<file path="config.mk">
export PLATFORM = sky130hd
export DESIGN_NAME = spi_mem_writer_flat
export DESIGN_NICKNAME = d
export VERILOG_FILES = /design/src/rtl/spi_mem_writer_if.sv /design/src/rtl/spi_mem_writer.sv /design/src/flat_wrapper.sv
export SDC_FILE = /design/constraint.sdc
export NUM_CORES = 1
export LEC_CHECK = 0
export CAP_MARGIN = 5
export CORE_MARGIN = 5
export CORE_UTILIZATION = 56
export DETAILED_ROUTE_END_ITERATION = 7
export GPL_TIMING_DRIVEN = 0
export PLACE_DENSITY = 0.81
export SYNTH_ARGS = -nofsm -noshare
export SYNTH_HDL_FRONTEND = slang
export SYNTH_SLANG_ARGS = --single-unit
</file>
<file path="constraint.sdc">
create_clock -name clk -period 3.95 [get_ports clk]
set_input_delay 0.79 -clock clk [delete_from_list [all_inputs] [get_ports clk]]
set_output_delay 0.79 -clock clk [all_outputs]
set_load 0.05 [all_outputs]
</file>
<file path="src/rtl/spi_mem_writer_if.sv">
// Bus between an SPI bit-event source and the spi_mem_writer memory write port.
interface spi_mem_writer_if #(
  parameter int unsigned AW = 12
);
  logic          sel;
  logic          rising;
  logic          falling;
  logic          si;
  logic          reset_flag;
  logic          we;
  logic [15:0]   wdata;
  logic [AW-1:0] addr;
  logic          overflow;

  modport master (
    output sel, rising, falling, si, reset_flag,
    input  we, wdata, addr, overflow
  );

  modport slave (
    input  sel, rising, falling, si, reset_flag,
    output we, wdata, addr, overflow
  );
endinterface

</file>
<file path="src/rtl/spi_mem_writer.sv">
// Assembles MSB-first SPI bits into 16-bit words and writes them to sequential addresses.
// SPI_MEM_WRITER_WRAP_EN: wrap the address at the top instead of saturating and dropping words.
module spi_mem_writer #(
  parameter int unsigned AW = 12
) (
  input  logic             clk,
  input  logic             rst,
  spi_mem_writer_if.slave  bus
);

  localparam int unsigned DW = 16;
  localparam int unsigned CW = 4;
  localparam logic [AW-1:0] ADDR_MAX = '1;

  typedef enum logic [1:0] {
    IDLE  = 2'd0,
    SHIFT = 2'd1,
    WRITE = 2'd2
  } state_t;

  state_t         state_q;
  state_t         state_d;
  logic [DW-1:0]  shreg_q;
  logic [CW-1:0]  cnt_q;
  logic           full_q;
  logic           we_q;
  logic [DW-1:0]  wdata_q;
  logic [AW-1:0]  addr_q;
  logic           ovf_q;

  logic           accept_c;
  logic           word_done_c;
  logic           write_ok_c;
  logic           load_c;
  logic [DW-1:0]  shreg_next_c;
  logic [AW-1:0]  addr_next_c;

  // SCK falling edges carry no data for this mode
  logic unused_falling;
  assign unused_falling = bus.falling;

  assign accept_c     = bus.sel & bus.rising;
  assign word_done_c  = accept_c & (cnt_q == CW'(DW - 1));
  assign shreg_next_c = {shreg_q[DW-2:0], bus.si};

`ifdef SPI_MEM_WRITER_WRAP_EN
  assign write_ok_c  = 1'b1;
  assign addr_next_c = addr_q + AW'(1);
`else
  // Once the top address has been written, later words are dropped
  assign write_ok_c  = ~full_q;
  assign addr_next_c = (addr_q == ADDR_MAX) ? addr_q : addr_q + AW'(1);
`endif

  // State register
  always_ff @(posedge clk or posedge rst) begin
    if (rst) begin
      state_q <= IDLE;
    end else begin
      state_q <= state_d;
    end
  end

  // Next-state logic; reset_flag overrides everything
  always_comb begin
    state_d = state_q;
    load_c  = 1'b0;
    case (state_q)
      IDLE: begin
        if (accept_c) state_d = SHIFT;
      end
      SHIFT: begin
        if (word_done_c && write_ok_c) begin
          state_d = WRITE;
          load_c  = 1'b1;
        end
      end
      WRITE: begin
        state_d = SHIFT;
      end
      default: begin
        state_d = IDLE;
      end
    endcase
    if (bus.reset_flag) begin
      state_d = IDLE;
      load_c  = 1'b0;
    end
  end

  // Datapath: shift register, bit counter, write holding register, address and flags
  always_ff @(posedge clk or posedge rst) begin
    if (rst) begin
      shreg_q <= '0;
      cnt_q   <= '0;
      full_q  <= 1'b0;
      we_q    <= 1'b0;
      wdata_q <= '0;
      addr_q  <= '0;
      ovf_q   <= 1'b0;
    end else begin
      we_q <= (state_d == WRITE);
      if (load_c) wdata_q <= shreg_next_c;
      if (bus.reset_flag) begin
        shreg_q <= '0;
        cnt_q   <= '0;
        full_q  <= 1'b0;
        addr_q  <= '0;
        ovf_q   <= 1'b0;
      end else begin
        if (accept_c) begin
          shreg_q <= shreg_next_c;
          cnt_q   <= cnt_q + CW'(1);
        end
        if (word_done_c && full_q) ovf_q <= 1'b1;
        // Address advances at the end of the write pulse cycle
        if (state_q == WRITE) begin
          if (addr_q == ADDR_MAX) full_q <= 1'b1;
          addr_q <= addr_next_c;
        end
      end
    end
  end

  assign bus.we       = we_q;
  assign bus.wdata    = wdata_q;
  assign bus.addr     = addr_q;
  assign bus.overflow = ovf_q;

endmodule

</file>
<file path="src/flat_wrapper.sv">
// flat-port wrapper written by rule: the top's interface ports become plain ports
module spi_mem_writer_flat 
#(
  parameter int unsigned AW = 12
)
  (clk, rst, bus_sel, bus_rising, bus_falling, bus_si, bus_reset_flag, bus_we, bus_wdata, bus_addr, bus_overflow);
  spi_mem_writer_if #(.AW(AW)) bus_i ();
  input  logic clk;
  input  logic rst;
  input wire logic [$bits(bus_i.sel)-1:0] bus_sel;
  input wire logic [$bits(bus_i.rising)-1:0] bus_rising;
  input wire logic [$bits(bus_i.falling)-1:0] bus_falling;
  input wire logic [$bits(bus_i.si)-1:0] bus_si;
  input wire logic [$bits(bus_i.reset_flag)-1:0] bus_reset_flag;
  output wire logic [$bits(bus_i.we)-1:0] bus_we;
  output wire logic [$bits(bus_i.wdata)-1:0] bus_wdata;
  output wire logic [$bits(bus_i.addr)-1:0] bus_addr;
  output wire logic [$bits(bus_i.overflow)-1:0] bus_overflow;
  assign bus_i.sel = bus_sel;
  assign bus_i.rising = bus_rising;
  assign bus_i.falling = bus_falling;
  assign bus_i.si = bus_si;
  assign bus_i.reset_flag = bus_reset_flag;
  assign bus_we = bus_i.we;
  assign bus_wdata = bus_i.wdata;
  assign bus_addr = bus_i.addr;
  assign bus_overflow = bus_i.overflow;
  spi_mem_writer #(.AW(AW)) u_core (.clk(clk), .rst(rst), .bus(bus_i));
endmodule
</file>
### Word-level counts from Yosys, hierarchy flattened

Index checks and enable logic that the tools add are counted.

* bits in registers: 52
* output and inout port bits: 30
* word-level logic and storage cells: 47

* equality and inequality tests: 6
* reductions and logical operators: 9
* multiplexer cells: 19
* add/sub/neg operators: 2
* bitwise gates (word level): 3

Operator list (count)
* two-way mux 12 bit: 3
* two-way mux 15 bit: 2
* adder 12 x 1 -> 12 bit (second input constant): 1
* == test 12 bit (second input constant): 1
* two-way mux 1 bit: 8
* two-way mux 4 bit: 2
* nonzero test 2 bit: 4
* two-way mux 2 bit: 3
* case mux 2 bit (3 select lines): 1
* adder 4 x 1 -> 4 bit (second input constant): 1
* == test 2 bit (second input constant): 2
* == test 4 bit (second input constant): 1
* AND reduction 2 bit: 2
* AND 1 bit: 2
* == test 2 x 1 -> 1 bit (second input constant): 1
* logical AND 1 bit: 2
* zero test 2 bit: 1
* != test 2 bit (second input constant): 1
* inverter 1 bit: 1

### Longest topological paths before layout

Gate-level depths: netlist (run 1).

* word-level depth: 7
* mapped depth: 6
* depth with buffers taken out: 5

### Worst setup path before layout (run 1)

Ideal clock, no wire load.

* kind: input port to flip-flop
* start: in bus_sel
* end: reg u_core.wdata_q[10] (netlist: u_core.bus.wdata[10])
* data required time: 3.825 ns
* stages on the path: 5
* path slack: 1.782 ns
* library setup time: 0.125 ns
* arrival: 2.043 ns
* cells stage by stage: nand2_1 nor3b_2 nor3b_4 buf_12 mux2_4

* longest elaborated chain between the ends: 6

RTL lines
* start: declaration: RTL line flat_wrapper.sv:10 `input wire logic [$bits(bus_i.sel)-1:0] bus_sel;`
* AND 1 bit: RTL line spi_mem_writer.sv:42 `assign accept_c = bus.sel & bus.rising;`
* AND 1 bit: RTL line spi_mem_writer.sv:43 `assign word_done_c = accept_c & (cnt_q == CW'(DW - 1));`
* logical AND 1 bit: RTL line spi_mem_writer.sv:73 `if (word_done_c && write_ok_c) begin`
* two-way mux 1 bit: RTL line spi_mem_writer.sv:73
* two-way mux 1 bit: RTL line spi_mem_writer.sv:68 `case (state_q)`
* two-way mux 1 bit: RTL line spi_mem_writer.sv:85 `if (bus.reset_flag) begin`
* end signal: assignment: RTL line spi_mem_writer.sv:103 `if (load_c) wdata_q <= shreg_next_c;`
* end: declaration: RTL line spi_mem_writer.sv:27 `logic [DW-1:0] wdata_q;`

Every way passes these cells.
A chain may end at the register's enable or synchronous reset.

### Final worst setup path (run 1)

* start: in bus_rising
* end: reg u_core.wdata_q[8] (netlist: u_core.bus.wdata[8])

* longest elaborated chain between the ends: 6

RTL lines
* start: declaration: RTL line flat_wrapper.sv:11 `input wire logic [$bits(bus_i.rising)-1:0] bus_rising;`
* AND 1 bit: RTL line spi_mem_writer.sv:42
* AND 1 bit: RTL line spi_mem_writer.sv:43
* logical AND 1 bit: RTL line spi_mem_writer.sv:73
* two-way mux 1 bit: RTL line spi_mem_writer.sv:73
* two-way mux 1 bit: RTL line spi_mem_writer.sv:68
* two-way mux 1 bit: RTL line spi_mem_writer.sv:85

Every way passes these cells.

==> out/summary.txt, run 1 <==
clock root buffer -> clkbuf_8
vias in the first global route -> 1,672
net switching power -> 0.200 mW
Logic pwr share -> 4.4%
CP max-delay cell -> nor3b_4
Slew headroom -> 63.7%
first-pass GRT wire length -> 7710 um
most frequent cells in the layout -> dfrtp_1, nand2_1, clkdlybuf4s50_1
worst r2r path cells -> 6
yosys warns -> 0
initial antenna violation count -> 0
Clock transition at path regs -> 90 ps
Reg area -> 1300 sq um
final core utilization -> 70.6%
RSZ-0062 raised after global routing -> no
Leakage -> 1.20 nW
element type at the critical path end -> register
Final Hold Violating Endpoints -> 0
Die Span X -> 73.8 um
register area share after synthesis -> 57.2%
synthesized area -> 2280 sq um
# diodes -> 0
Unique masters post-synth -> 35
Switching Share -> 22.4%
Setup-failing EPs final -> 0
row count -> 23
part of the power in the clock network -> 35.2%
r2r endpoint -> u_core.bus.wdata[8]
Hold Startpoint -> u_core.bus.overflow
wire per inst -> 14.7 um
GPL Wtd Cong -> 0.808
overall routing resource usage -> 18.7%
drc violations -> 0
P per Cell Area -> 317 nW/um^2
total CTS buffers -> 5
# nets final -> 258
most common cell after layout, fill and taps aside -> dfrtp_1
Clock Latency Late Sink -> 300 ps
# port buffers -> 35
Hold Path Cell Cnt -> 2
H-tree depth -> 2
worst path buffer plus inverter count -> 2
die height -> 73.8 um
CP Cell Sequence -> clkdlybuf4s50_1 > nand2_1 > nor3b_2 > nor3b_4 > buf_12 > mux2_4
setup bufs post-CTS -> 0
vias per cell -> 5.62
Slew Viols, Final -> 0
WHS Endpoint -> u_core.bus.overflow
Fillers -> 309
initial DRC count -> 116
CTS max path bufs -> 2
r2r setup slk -> 1810 ps
multi-input logic area -> 920 sq um
CP required -> 4140 ps
Reg power frac -> 60.3%
maximum VDD drop -> 0.209 mV
Max Cap Viol -> 0
GR Overflow Total -> 0
ys flop type -> dfrtp_1
CTS Hold Bufs -> 0
Initial Utilization -> 57.3%
Clock Sink Count -> 52
Final ANT Viol Nets -> 0
Achievable Freq -> 382 MHz
synthesis-stage register bit count -> 52
# resized after CTS -> 0
Pre-antenna DRT Iters -> 4
Post-synth EDFFs -> 0
HPWL Detailed -> 3130 um
Final min period -> 2620 ps
layout cells sized above 1 -> 12.4%
vias -> 1,686
final WL -> 4400 um
largest net degree at the start of global routing -> 34
Tightest Pin Transition -> 540 ps
Area Growth Syn to Fin -> 23.3%
Cell Int Power -> 0.690 mW
placed cells -> 292
Synthesized Nets -> 215
Post-Syn Instances -> 206
Critical R2R Launch -> u_core.cnt_q[0]
Async SR Flop Fraction -> 100%
Max FO, Critical Path -> 10
worst endpoint data arrival time -> 2810 ps
TritonCTS clock tree -> built
die area -> 5440 sq um
fin crit share -> 66.3%
num ports -> 37
class of the worst hold path -> reg2reg
Final WS setup -> 1330 ps
Core Region -> 3970 sq um
Worst setup SP type -> input port
critical path start-end classification -> in2reg
pre-CTS setup slack -> 996 ps
TNS Setup -> 0 ps
non-filler instance count after layout -> 300
Syn Area/Cell -> 11.0 sq um
delay-heaviest family, CP -> simple AND/OR/NAND/NOR gates
run status -> finished clean
Worst Skew -> 3.95 ps
CP max stage delay -> 530 ps
## power groups by stage
stage | Combinational, mW | Sequential (mW) | Clock (mW)
finish | 0.0396 | 0.537 | 0.313
global route | 0.0455 | 0.538 | 0.351
CTS | 0.0408 | 0.537 | 0.322
detailed placement | 0.0409 | 0.548 | 0
global placement | 0.0378 | 0.547 | 0
floorplan | 0.0243 | 0.547 | 0
## cell families after synthesis
group | count (synthesis) | share of synthesized area (%)
and+or+nand+nor | 82 | 17.9
DFF | 52 | 57.2
AOI/OAI and AO/OA | 37 | 9.18
muxes | 18 | 10.3
buffers and inverters | 10 | 2.42
xor gates and xnor gates | 5 | 1.92
adders and majority gates | 2 | 1.10
## cells in the mapped netlist, types with 3 or more instances
cell       n  area [sq um]
nor3_1     4          20.0
o21ai_0    3          15.0
nand2_1   40           150
nand3_1    4          20.0
dfrtp_1   52          1300
mux2_4     9           135
xor2_1     4          35.0
or4_1      4          30.0
a21oi_1   25           125
nor2_1    10          37.5
nand2b_1   4          25.0
clkbuf_1   6          22.5
o31ai_1    5          37.5
nor2b_1    3          18.8
mux2_2     8          90.1
## cell type report
type                       instances  share of cell area [%]
clock inverter                     2                   0.491
multi-input combinational        144                    32.8
buffer                             9                    1.83
clock buffer                       6                    2.94
sequential                        52                    46.4
tap                               50                    2.23
timing repair buffer              36                    13.2
inverter                           1                   0.134
## how the worst max path moves through the flow
stage,end,cells past startpoint,start
after CTS,u_core.bus.wdata[6],6,bus_rising
final,u_core.bus.wdata[8],6,bus_rising
after global routing,u_core.bus.wdata[6],6,bus_rising
after detailed placement,u_core.bus.wdata[11],6,bus_rising
after floorplan,u_core.bus.wdata[10],5,bus_sel
after global placement,u_core.bus.wdata[12],2,rst
## sequential cells by signal, indices dropped and copies added (netlist names)
name,count
u_core.bus.addr,12
u_core.full_q,1
u_core.bus.overflow,1
u_core.bus.wdata,16
u_core.state_q,2
u_core.bus.we,1
u_core.shreg_q,15
u_core.cnt_q,4
## per-stage QoR
step                hold WS (ps)  power [mW]  instance area, sq um
floorplan                    479       0.571                  2280
global placement             488       0.585                  2690
detailed placement           490       0.588                  2710
CTS                          511       0.900                  2810
global route                 539       0.934                  2810
finish                       504       0.890                  2810
## tightest hold or removal path, cell delays in order, from the launching register on
cell and delay, ps:
dfrtp_1 360, a31oi_1 40, nor2_1 70
## layer usage
layer / GRT usage [%] / vias up / routed length (um)
met5: 0 / - / 0
met4: 7.04 / 0 / 76
met3: 5.47 / 10 / 279
met2: 28.6 / 57 / 2140
met1: 25.2 / 815 / 1900
li1: - / 804 / -
No activity file was read; power rests on OpenSTA's default activity.
==> run 2: changes to the inputs <==
- CORE_UTILIZATION: 56 -> 47
- PLACE_DENSITY: 0.81 -> 0.72
- clock period: 3.95 -> 2.3 ns (I/O delays scaled with it)
==> run 2 against run 1 <==
Setup slack got worse by 1100 ps. Combinational power rose by 72%. Hold slack improved by 1.0 ps. Final area increased by 1.2%. Total power up 68%. Count of clock-buffer cells in the layout is 1 higher. Routed wire length decreased by 0.18%. Final cell count up 6.7%. Critical path depth unchanged. Via count down 1.7%. First-iteration DRC count increased by 13%. Global-route usage shrank 3.2 points.
==> out/summary.txt, run 2 (same netlist as run 1, synthesis figures left out) <==
Min Hold Slack -> 505 ps
# nets final -> 261
CP max-delay cell -> clkdlybuf4s50_1
placed inst area -> 2730 sq um
initial DRC count -> 131
Slew headroom -> 66.0%
overall routing resource usage -> 15.5%
setup bufs post-CTS -> 0
Clock transition at path regs -> 90 ps
vias -> 1,657
Achievable Freq -> 474 MHz
Final WS setup -> 191 ps
RSZ-0062 raised after global routing -> no
Final ANT Viol Nets -> 0
Worst Skew -> 6.61 ps
TritonCTS clock tree -> built
Final Hold Violating Endpoints -> 0
Area Growth Syn to Fin -> 24.7%
first-pass GRT wire length -> 7780 um
CP required -> 2490 ps
GPL Wtd Cong -> 0.836
number of flip-flops in the largest register -> 16
row count -> 25
CP Cell Sequence -> clkdlybuf4s50_1 > nand2_1 > nor3b_2 > nor3b_4 > buf_4 > mux2_2
Fillers -> 404
Initial Utilization -> 48.2%
worst endpoint data arrival time -> 2300 ps
total CTS buffers -> 5
Leakage -> 1.20 nW
Slew Viols, Final -> 0
# diodes -> 0
Pre-antenna DRT Iters -> 4
vias in the first global route -> 1,630
critical path start-end classification -> in2reg
Core Region -> 4720 sq um
Worst setup SP type -> input port
num ports -> 37
maximum VDD drop -> 0.358 mV
class of the worst hold path -> in2async
worst r2r path cells -> 6
non-filler instance count after layout -> 320
Final min period -> 2110 ps
Setup-failing EPs final -> 0
fin crit share -> 91.7%
HPWL Detailed -> 3070 um
Clock Sink Count -> 52
final WL -> 4390 um
GR Overflow Total -> 0
element type at the critical path end -> register
die area -> 6330 sq um
placed cells -> 309
Tightest Pin Transition -> 505 ps
vias per cell -> 5.18
most common cell after layout, fill and taps aside -> dfrtp_1
P per Cell Area -> 528 nW/um^2
final core utilization -> 60.1%
Max Cap Viol -> 0
final instance area -> 2840 sq um
CTS Hold Bufs -> 0
wire per inst -> 13.7 um
# port buffers -> 35
CP max stage delay -> 470 ps
most frequent cells in the layout -> dfrtp_1, nand2_1, clkdlybuf4s50_1
largest net degree at the start of global routing -> 30
Max FO, Critical Path -> 8
# resized after CTS -> 0
Die Span X -> 79.6 um
H-tree depth -> 2
Clock Latency Late Sink -> 300 ps
drc violations -> 0
run status -> finished clean
initial antenna violation count -> 0
clock root buffer -> clkbuf_8
pre-CTS setup slack -> -303 ps
die height -> 79.6 um
layout cells sized above 1 -> 12.6%
CTS max path bufs -> 2
## run 2: changes by cell type in the layout (fill, tap and decap cells not counted), sizes merged
| cell | delta |
|---|---|
| clkbuf | +1 |
| buf | +3 |
| inv | -1 |
## run 2: metal layers
layer	up-vias	part of all wire (%)	GRT usage, %
li1	810	-	-
met1	808	46	21.1
met2	31	48	24.5
met3	8	4.3	4.06
met4	0	1.5	4.64
met5	-	0	0
## run 2: worst max-delay path, delay by kind of cell
family	cells	cell delay [ps]
multiplexers	1	330
buffers and inverters	2	670
AND/OR/NAND/NOR	3	840
## run 2: power by group
part	total, mW	leakage (nW)	switching [mW]	internal [mW]
Sequential	0.922	0.725	0.00404	0.918
Clock	0.508	0.0424	0.290	0.218
Combinational	0.0683	0.437	0.0472	0.0211
## run 2: final cells by class
| type | count | area [sq um] | share of cell area [%] |
|---|---|---|---|
| inverters | 1 | 3.75 | 0.132 |
| clock buffers | 7 | 76.3 | 2.69 |
| clock inverters | 1 | 8.76 | 0.309 |
| multi-input cells | 144 | 920 | 32.4 |
| well taps | 67 | 83.8 | 2.95 |
| plain buffers | 9 | 51.3 | 1.81 |
| flip-flops and latches | 52 | 1300 | 45.9 |
| repair buffers | 39 | 393 | 13.8 |
## run 2: per-stage QoR
step	power [mW]	TNS [ps]
after CTS	1.51	0
after global placement	1.01	-25550
after detailed placement	1.01	-3910
final	1.50	0
after global routing	1.56	0
after floorplan	0.981	0
## run 2: worst paths after layout
| check | from | end | slack, ps |
|---|---|---|---|
| max in group asynchronous | rst | u_core.bus.addr[3] | 1270 |
| hold / removal | rst | u_core.shreg_q[0] | 510 |
| setup reg to reg | u_core.cnt_q[0] | u_core.bus.wdata[2] | 300 |
| setup / recovery | bus_sel | u_core.bus.wdata[2] | 190 |
| hold reg to reg | u_core.bus.wdata[4] | u_core.bus.wdata[4] | 510 |
| min in group clk | u_core.bus.wdata[4] | u_core.bus.wdata[4] | 510 |
